$ cat config.mk
export PLATFORM = sky130hd
export DESIGN_NAME = gpio_input_conditioner
export DESIGN_NICKNAME = d
export VERILOG_FILES = /design/src/rtl/gpio_pkg.sv /design/src/rtl/gpio_debounce_bit.sv /design/src/rtl/gpio_input_conditioner.sv
export SDC_FILE = /design/constraint.sdc
export NUM_CORES = 1
export LEC_CHECK = 0
export ABC_AREA = 1
export CORE_MARGIN = 10
export CORE_UTILIZATION = 55
export CTS_CLUSTER_SIZE = 10
export DETAILED_ROUTE_END_ITERATION = 10
export GPL_TIMING_DRIVEN = 0
export PLACE_DENSITY = 0.76
export SLEW_MARGIN = 10
export SYNTH_ARGS = -nofsm -noshare
export SYNTH_HDL_FRONTEND = slang
export SYNTH_SLANG_ARGS = --single-unit
$ cat constraint.sdc
create_clock -name clk_i -period 1.65 [get_ports clk_i]
set_clock_uncertainty 0.2 [all_clocks]
set_input_delay 0.33 -clock clk_i [delete_from_list [all_inputs] [get_ports clk_i]]
set_output_delay 0.33 -clock clk_i [all_outputs]
set_load 0.1 [all_outputs]
$ cat src/rtl/gpio_pkg.sv
// Shared types and defaults for the GPIO switch input conditioning path.
// Latency: n/a (types only).
// Backpressure: n/a (types only).
package gpio_pkg;

    typedef enum logic {
        DB_STABLE   = 1'b0,
        DB_SETTLING = 1'b1
    } debounce_state_e;

    localparam int unsigned DefaultDebounceCycles = 50000;
    localparam int unsigned DefaultSyncStages     = 2;

endpackage

$ cat src/rtl/gpio_debounce_bit.sv
// One-bit synchroniser + debouncer producing a clean level and rise/fall pulses.
// Latency: SyncStages + DebounceCycles cycles from a clean pin step to sw_o.
// Backpressure: none; free-running, one sample per clock.
module gpio_debounce_bit
    import gpio_pkg::*;
#(
    parameter int unsigned SyncStages     = DefaultSyncStages,
    parameter int unsigned DebounceCycles = DefaultDebounceCycles
) (
    input  logic clk_i,
    input  logic rst_ni,
    input  logic sw_i,
    output logic sw_o,
    output logic rise_o,
    output logic fall_o
);

    localparam int unsigned     CntW    = $clog2(DebounceCycles + 1);
    localparam logic [CntW-1:0] CntLast = CntW'(DebounceCycles - 1);

    logic [SyncStages-1:0] sync_q;
    logic                  s;
    debounce_state_e       state_q, state_d;
    logic [CntW-1:0]       cnt_q, cnt_d;
    logic                  sw_q, sw_d;
    logic                  rise_q, rise_d;
    logic                  fall_q, fall_d;

    // Plain flop chain: nothing may sit between metastability stages.
    always_ff @(posedge clk_i or negedge rst_ni) begin
        if (!rst_ni) begin
            sync_q <= '0;
        end else begin
            sync_q <= {sync_q[SyncStages-2:0], sw_i};
        end
    end

    assign s = sync_q[SyncStages-1];

    always_comb begin
        state_d = state_q;
        cnt_d   = cnt_q;
        sw_d    = sw_q;
        unique case (state_q)
            DB_STABLE: begin
                cnt_d = '0;
                if (s != sw_q) begin
                    // A one-sample debounce window needs no settling phase.
                    if (DebounceCycles == 1) begin
                        sw_d = s;
                    end else begin
                        state_d = DB_SETTLING;
                        cnt_d   = CntW'(1);
                    end
                end
            end
            DB_SETTLING: begin
                if (s == sw_q) begin
                    state_d = DB_STABLE;
                    cnt_d   = '0;
                end else if (cnt_q == CntLast) begin
                    sw_d    = s;
                    state_d = DB_STABLE;
                    cnt_d   = '0;
                end else begin
                    cnt_d = cnt_q + 1'b1;
                end
            end
            default: begin
                state_d = DB_STABLE;
                cnt_d   = '0;
            end
        endcase
        rise_d = sw_d & ~sw_q;
        fall_d = ~sw_d & sw_q;
    end

    always_ff @(posedge clk_i or negedge rst_ni) begin
        if (!rst_ni) begin
            state_q <= DB_STABLE;
            cnt_q   <= '0;
            sw_q    <= 1'b0;
            rise_q  <= 1'b0;
            fall_q  <= 1'b0;
        end else begin
            state_q <= state_d;
            cnt_q   <= cnt_d;
            sw_q    <= sw_d;
            rise_q  <= rise_d;
            fall_q  <= fall_d;
        end
    end

    assign sw_o   = sw_q;
    assign rise_o = rise_q;
    assign fall_o = fall_q;

endmodule

$ cat src/rtl/gpio_input_conditioner.sv
// Per-bit sync/debounce of raw switch pins; GPIO_IRQ_EN adds sticky edge status + irq.
// Latency: SyncStages + DebounceCycles to sw_o; edge_status +1, irq_o +2 after a pulse.
// Backpressure: none; free-running.
module gpio_input_conditioner
    import gpio_pkg::*;
#(
    parameter int unsigned NumInputs      = 4,
    parameter int unsigned SyncStages     = DefaultSyncStages,
    parameter int unsigned DebounceCycles = DefaultDebounceCycles
) (
    input  logic                 clk_i,
    input  logic                 rst_ni,
    input  logic [NumInputs-1:0] sw_i,
`ifdef GPIO_IRQ_EN
    input  logic [NumInputs-1:0] irq_enable_i,
    input  logic [NumInputs-1:0] irq_clear_i,
    output logic [NumInputs-1:0] edge_status_o,
    output logic                 irq_o,
`endif
    output logic [NumInputs-1:0] sw_o,
    output logic [NumInputs-1:0] rise_o,
    output logic [NumInputs-1:0] fall_o
);

    for (genvar i = 0; i < NumInputs; i++) begin : g_bit
        gpio_debounce_bit #(
            .SyncStages    (SyncStages),
            .DebounceCycles(DebounceCycles)
        ) u_debounce_bit (
            .clk_i (clk_i),
            .rst_ni(rst_ni),
            .sw_i  (sw_i[i]),
            .sw_o  (sw_o[i]),
            .rise_o(rise_o[i]),
            .fall_o(fall_o[i])
        );
    end

`ifdef GPIO_IRQ_EN
    logic [NumInputs-1:0] status_q;
    logic                 irq_q;

    // Set has priority so an edge coinciding with a clear is never lost.
    always_ff @(posedge clk_i or negedge rst_ni) begin
        if (!rst_ni) begin
            status_q <= '0;
            irq_q    <= 1'b0;
        end else begin
            status_q <= (status_q & ~irq_clear_i) | rise_o | fall_o;
            irq_q    <= |(status_q & irq_enable_i);
        end
    end

    assign edge_status_o = status_q;
    assign irq_o         = irq_q;
`endif

endmodule

Yosys cells after proc, flatten, opt, wreduce, memory -nomap -nowiden
Index checks and enable logic that the tools add are counted.
Widths: inputs -> output; s select.
- bits in writable memories: 0
- ROM bits: 0
- input port bits: 6
- word-level logic and storage cells: 104
- latch bits: 0
- memories: 0
- register bits: 88
- output and inout bits: 12
- reductions and logical operators: 0
- $lt $le $gt $ge: 0
- multiplexer cells: 44
- div/mod/pow operators: 0
- bitwise logic cells: 20
- add/sub/neg operators: 4
- equality and inequality tests: 12
- shifts and indexed selects: 0
- multipliers: 0
- operators with widths (operator ; count):
    $mux 16 ; 8
    $pmux 16 s2 ; 4
    $add 16x1->16 const B ; 4
    $eq 16x16->1 const B ; 4
    $mux 1 ; 28
    $not 1->1 ; 12
    $and 1x1->1 ; 8
    $pmux 1 s2 ; 4
    $eq 1x1->1 ; 4
    $ne 1x1->1 ; 4

Depth between registers and ports, before layout
- depth in word-level cells: 6
- gate-level depth with buffers: 9
- gate-level depth less buffers: 9

Hierarchy
From an unflattened synthesis, not the netlist that was laid out.
- cells, all modules: 560
- area total of the unflattened synthesis: 4824.6 um2
- modules (own cells, without submodules) (module ; area an instance (um2) ; times used ; seq. area each (um2) ; cells each):
    gpio_debounce_bit ; 1206.2 ; 4 ; 550.5 ; 140

Least setup slack after synthesis
OpenSTA, ideal clock, no wires.
- path kind: flip-flop to flip-flop
- from: reg g_bit[0].u_debounce_bit.cnt_q[0]
- to: reg g_bit[0].u_debounce_bit.cnt_q[8]
- library setup time: 0.080 ns
- slack: 0.043 ns
- buffers on the path: 1
- arrival time: 1.327 ns
- clock period less this slack: 1.607 ns
- cell stages (with the launch flop): 10
- data required time: 1.370 ns
- path through: dfrtp_1 ha_1 nand2_2 clkinv_1 nand2_2 nor2_4 nand2_2 nand2_4 buf_12 nor3_4
- cells in the longest elaborated chain, start to end: 4
- elaborated cells on any way between the ends: 5
- classes of those cells: add/sub (1); eq/ne (1); mux (3)
- ends and longest elaborated chain (what ; line ; source):
    start: declaration ; gpio_debounce_bit.sv:24 ; logic [CntW-1:0] cnt_q, cnt_d;
    start signal: assignment ; gpio_debounce_bit.sv:87 ; cnt_q <= cnt_d;
    $add 16x1->16 or $eq 16x16->1 (tied branches) ; gpio_debounce_bit.sv:66, gpio_debounce_bit.sv:61 ;
    $mux 16 (*) ; gpio_debounce_bit.sv:61 ; end else if (cnt_q == CntLast) begin
    $mux 16 (*) ; gpio_debounce_bit.sv:58 ; if (s == sw_q) begin
    $pmux 16 s2 (*) ; gpio_debounce_bit.sv:44 ; unique case (state_q)
    named net g_bit[0].u_debounce_bit.cnt_d[8] ; gpio_debounce_bit.sv:24 ;
The timed path passes the listed nets; every way through them passes the cells marked *.

Final worst setup path
- from: reg g_bit[2].u_debounce_bit.sw_q
- to: out sw_o[2]
- RTL lines (what ; line ; source):
    start: declaration ; gpio_debounce_bit.sv:25 ; logic sw_q, sw_d;
    start signal: assignment ; gpio_debounce_bit.sv:88 ; sw_q <= sw_d;
    end: declaration ; gpio_input_conditioner.sv:20 ; output logic [NumInputs-1:0] sw_o,
No word-level cell between the ends.

==> results.cfg <==
[grt]
grt_max_degree = 46
track_usage_pct = 14.5
antenna_found_initial = 0
grt_pass1_vias = 3565
grt_overflow = 0
grt_first_pass_wirelength_um = 15700

[placement]
gp_congestion = 0.904
portBuffers = 17
hpwlAfterDp_um = 6620
dp.cells = 715
post-place-ws_ps = -514

[sta]
finalHoldViolCount = 0
maxSlewViolCount = 0
setup_viol = 0
rsz0062_at_grt = yes
clock.fmax_ghz = 0.623
setup_ws_ps = 43.9
period_share_pct = 97.3
tightest_slew_ps = 569
period_needed_ps = 1610
relSlewSlack_pct = 62.0

[run]
drv_cap = 0

[status]
outcome = completed

[yosys]
synth_cells = 592
syn-num-nets = 602
synthArstFlopShare_pct = 100
ys_warn_count = 0
synth_seq_cells = 88
synthFlopType = dfrtp_1
syn_area_per_cell_sq_um = 7.97
ys_seq_area_share_pct = 46.7
yosysUniqueCellTypes = 28
synth_edf_count = 0
netlist_area_sq_um = 4720
netlist_top_cells_area = dfrtp_1 (47%), nor2_1 (9.2%), nand2_1 (8.1%)
synth_top_area_cell = dfrtp_1
synth_top_area_share_pct = 46.7

[drt]
avgRoutedWirePerCell_um = 12.6
vias = 3809
viasPerCell = 5.09
firstDrtPassIters = 4
drc_errors = 0
drt_first_iter_violations = 179
drtAntennaViolNets = 0
wl_um = 9460

[cells_and_area]
drive_above_1_share_pct = 20.5
diodes = 0
stdcell_count = 748
final_cell_mix = nor2_1 (108), nand2_1 (99), dfrtp_1 (88)
final_common_cell = nor2_1
layout.nets = 650
fin_util_pct = 66.8
area_growth_pct = 17.5

[pwr]
ir_worst_vdd_mv = 0.501
p_per_area_nw_per_um2 = 737
power_leakage_nw = 2.67
power.total_mw = 4.08

[floorplanning]
initial_core_util_pct = 56.8
ioPinCount = 18
dieHeight_um = 113
fp.coreArea_sq_um = 8300
rows = 33
dieArea_sq_um = 12700
die_w_um = 113

[critical_path]
critPathRequiredTime_ps = 1120
critPathArrivalTime_ps = 1080
ff2ff_setup_slack_ps = 50
path_max_fanout = 4
startpoint_type = flop
path_class = flop to output pin
end_kind = output pin

[worst_hold_path]
hp-class = flop to flop

[clock_tree]
clkTransAtPathRegs_ps = 90
cts.sinks = 88
h-tree-depth = 3
cts_buffers = 9
clk_latency_ps = 350
cts_tree = built
cts.path.max_buffers = 2
cts-root-buf = clkbuf_8
==> where the power goes <==
| part | total [mW] | internal (mW) | switching, mW |
|---|---|---|---|
| Clock | 1.51 | 0.765 | 0.748 |
| Sequential | 2.24 | 2.20 | 0.0376 |
| Combinational | 0.334 | 0.144 | 0.190 |
| Total | 4.08 | 3.11 | 0.976 |
==> worst max-delay path, stage by stage (launching register included) <==
cell     delay [ps]
dfrtp_1         410
buf_4           150
buf_8           160
==> Yosys cell counts, types with 2 or more instances <==
| cell type | instances |
|---|---|
| nor2_1 | 115 |
| nand2_1 | 102 |
| dfrtp_1 | 88 |
| inv_1 | 84 |
| nand3_1 | 58 |
| nor2_2 | 17 |
| nor3_1 | 17 |
| nand2_2 | 14 |
| xor2_1 | 13 |
| buf_4 | 12 |
| nand4_1 | 11 |
| a21oi_1 | 9 |
| o21bai_1 | 9 |
| nor3_2 | 8 |
| nor2_4 | 7 |
| xnor2_1 | 7 |
| ha_1 | 4 |
| o21ai_0 | 3 |
| buf_6 | 2 |
| clkinv_1 | 2 |
| inv_2 | 2 |
| nand2_4 | 2 |
==> per-stage QoR <==
step / hold WS (ps) / instance area [sq um] / TNS [ps]
final: 176 / 5540 / 0
after floorplan: -166 / 4720 / 0
after detailed placement: 159 / 5040 / -6320
after global routing: 188 / 5540 / -437
after global placement: 166 / 5020 / -279220
after CTS: 177 / 5290 / -35.9
==> cell families (layout without fill, tap and decap cells) <==
group,Yosys count,in the layout,share of synthesized area (%)
xor gates and xnor gates,20,20,3.71
adders and majority gates,4,4,1.06
DFF,88,88,46.7
and+or+nand+nor,352,352,35.0
buffers and inverters,104,155,10.1
AOI/OAI and AO/OA,24,24,3.42
==> path summary, 6_finish.rpt <==
check                                                  startpoint                                 to  cells past startpoint
max in group asynchronous                                  rst_ni       g_bit[3].u_debounce_bit.sw_o                      3
worst max register to register   g_bit[2].u_debounce_bit.cnt_q[0]   g_bit[2].u_debounce_bit.cnt_q[5]                      9
min in group asynchronous                                  rst_ni  g_bit[3].u_debounce_bit.cnt_q[14]                      2
worst max-delay path                 g_bit[2].u_debounce_bit.sw_o                            sw_o[2]                      2
worst min register to register  g_bit[1].u_debounce_bit.sync_q[0]  g_bit[1].u_debounce_bit.sync_q[1]                      0
worst min-delay path            g_bit[1].u_debounce_bit.sync_q[0]  g_bit[1].u_debounce_bit.sync_q[1]                      0
==> state kept, by name, summed over array words and instances (netlist names) <==
register	flops
g_bit.u_debounce_bit.cnt_q	64
g_bit.u_debounce_bit.fall_o	4
g_bit.u_debounce_bit.rise_o	4
g_bit.u_debounce_bit.state_q	4
g_bit.u_debounce_bit.sw_o	4
g_bit.u_debounce_bit.sync_q	8
==> per-layer routing <==
layer  track usage (%)  wire length [um]  vias up
met5                 0                 0        -
met4              6.01               166        0
met3              2.50               332       14
met2              23.5              4630       69
met1              18.7              4330     1793
li1                  -                 -     1933
==> final cells by class <==
type	count	area, sq um
Timing Repair Buffer	37	368
Clock buffer	11	151
Inverter	88	333
Fill cell	692	2760
Sequential cell	88	2200
Tap cell	105	131
Clock inverter	3	42.5
Multi-Input combinational cell	400	2160
Buffer	16	151
==> timing repair <==
item                                   4_1_cts  5_1_grt
endpoints found under the hold margin       44        0
setup endpoints to repair                   54       60
hold buffers                                 1        0
setup buffers                                3       12
resized for setup                           84       31
pin swaps                                    0       12
cloned                                       1        2
(Power assumes the default switching activity.)
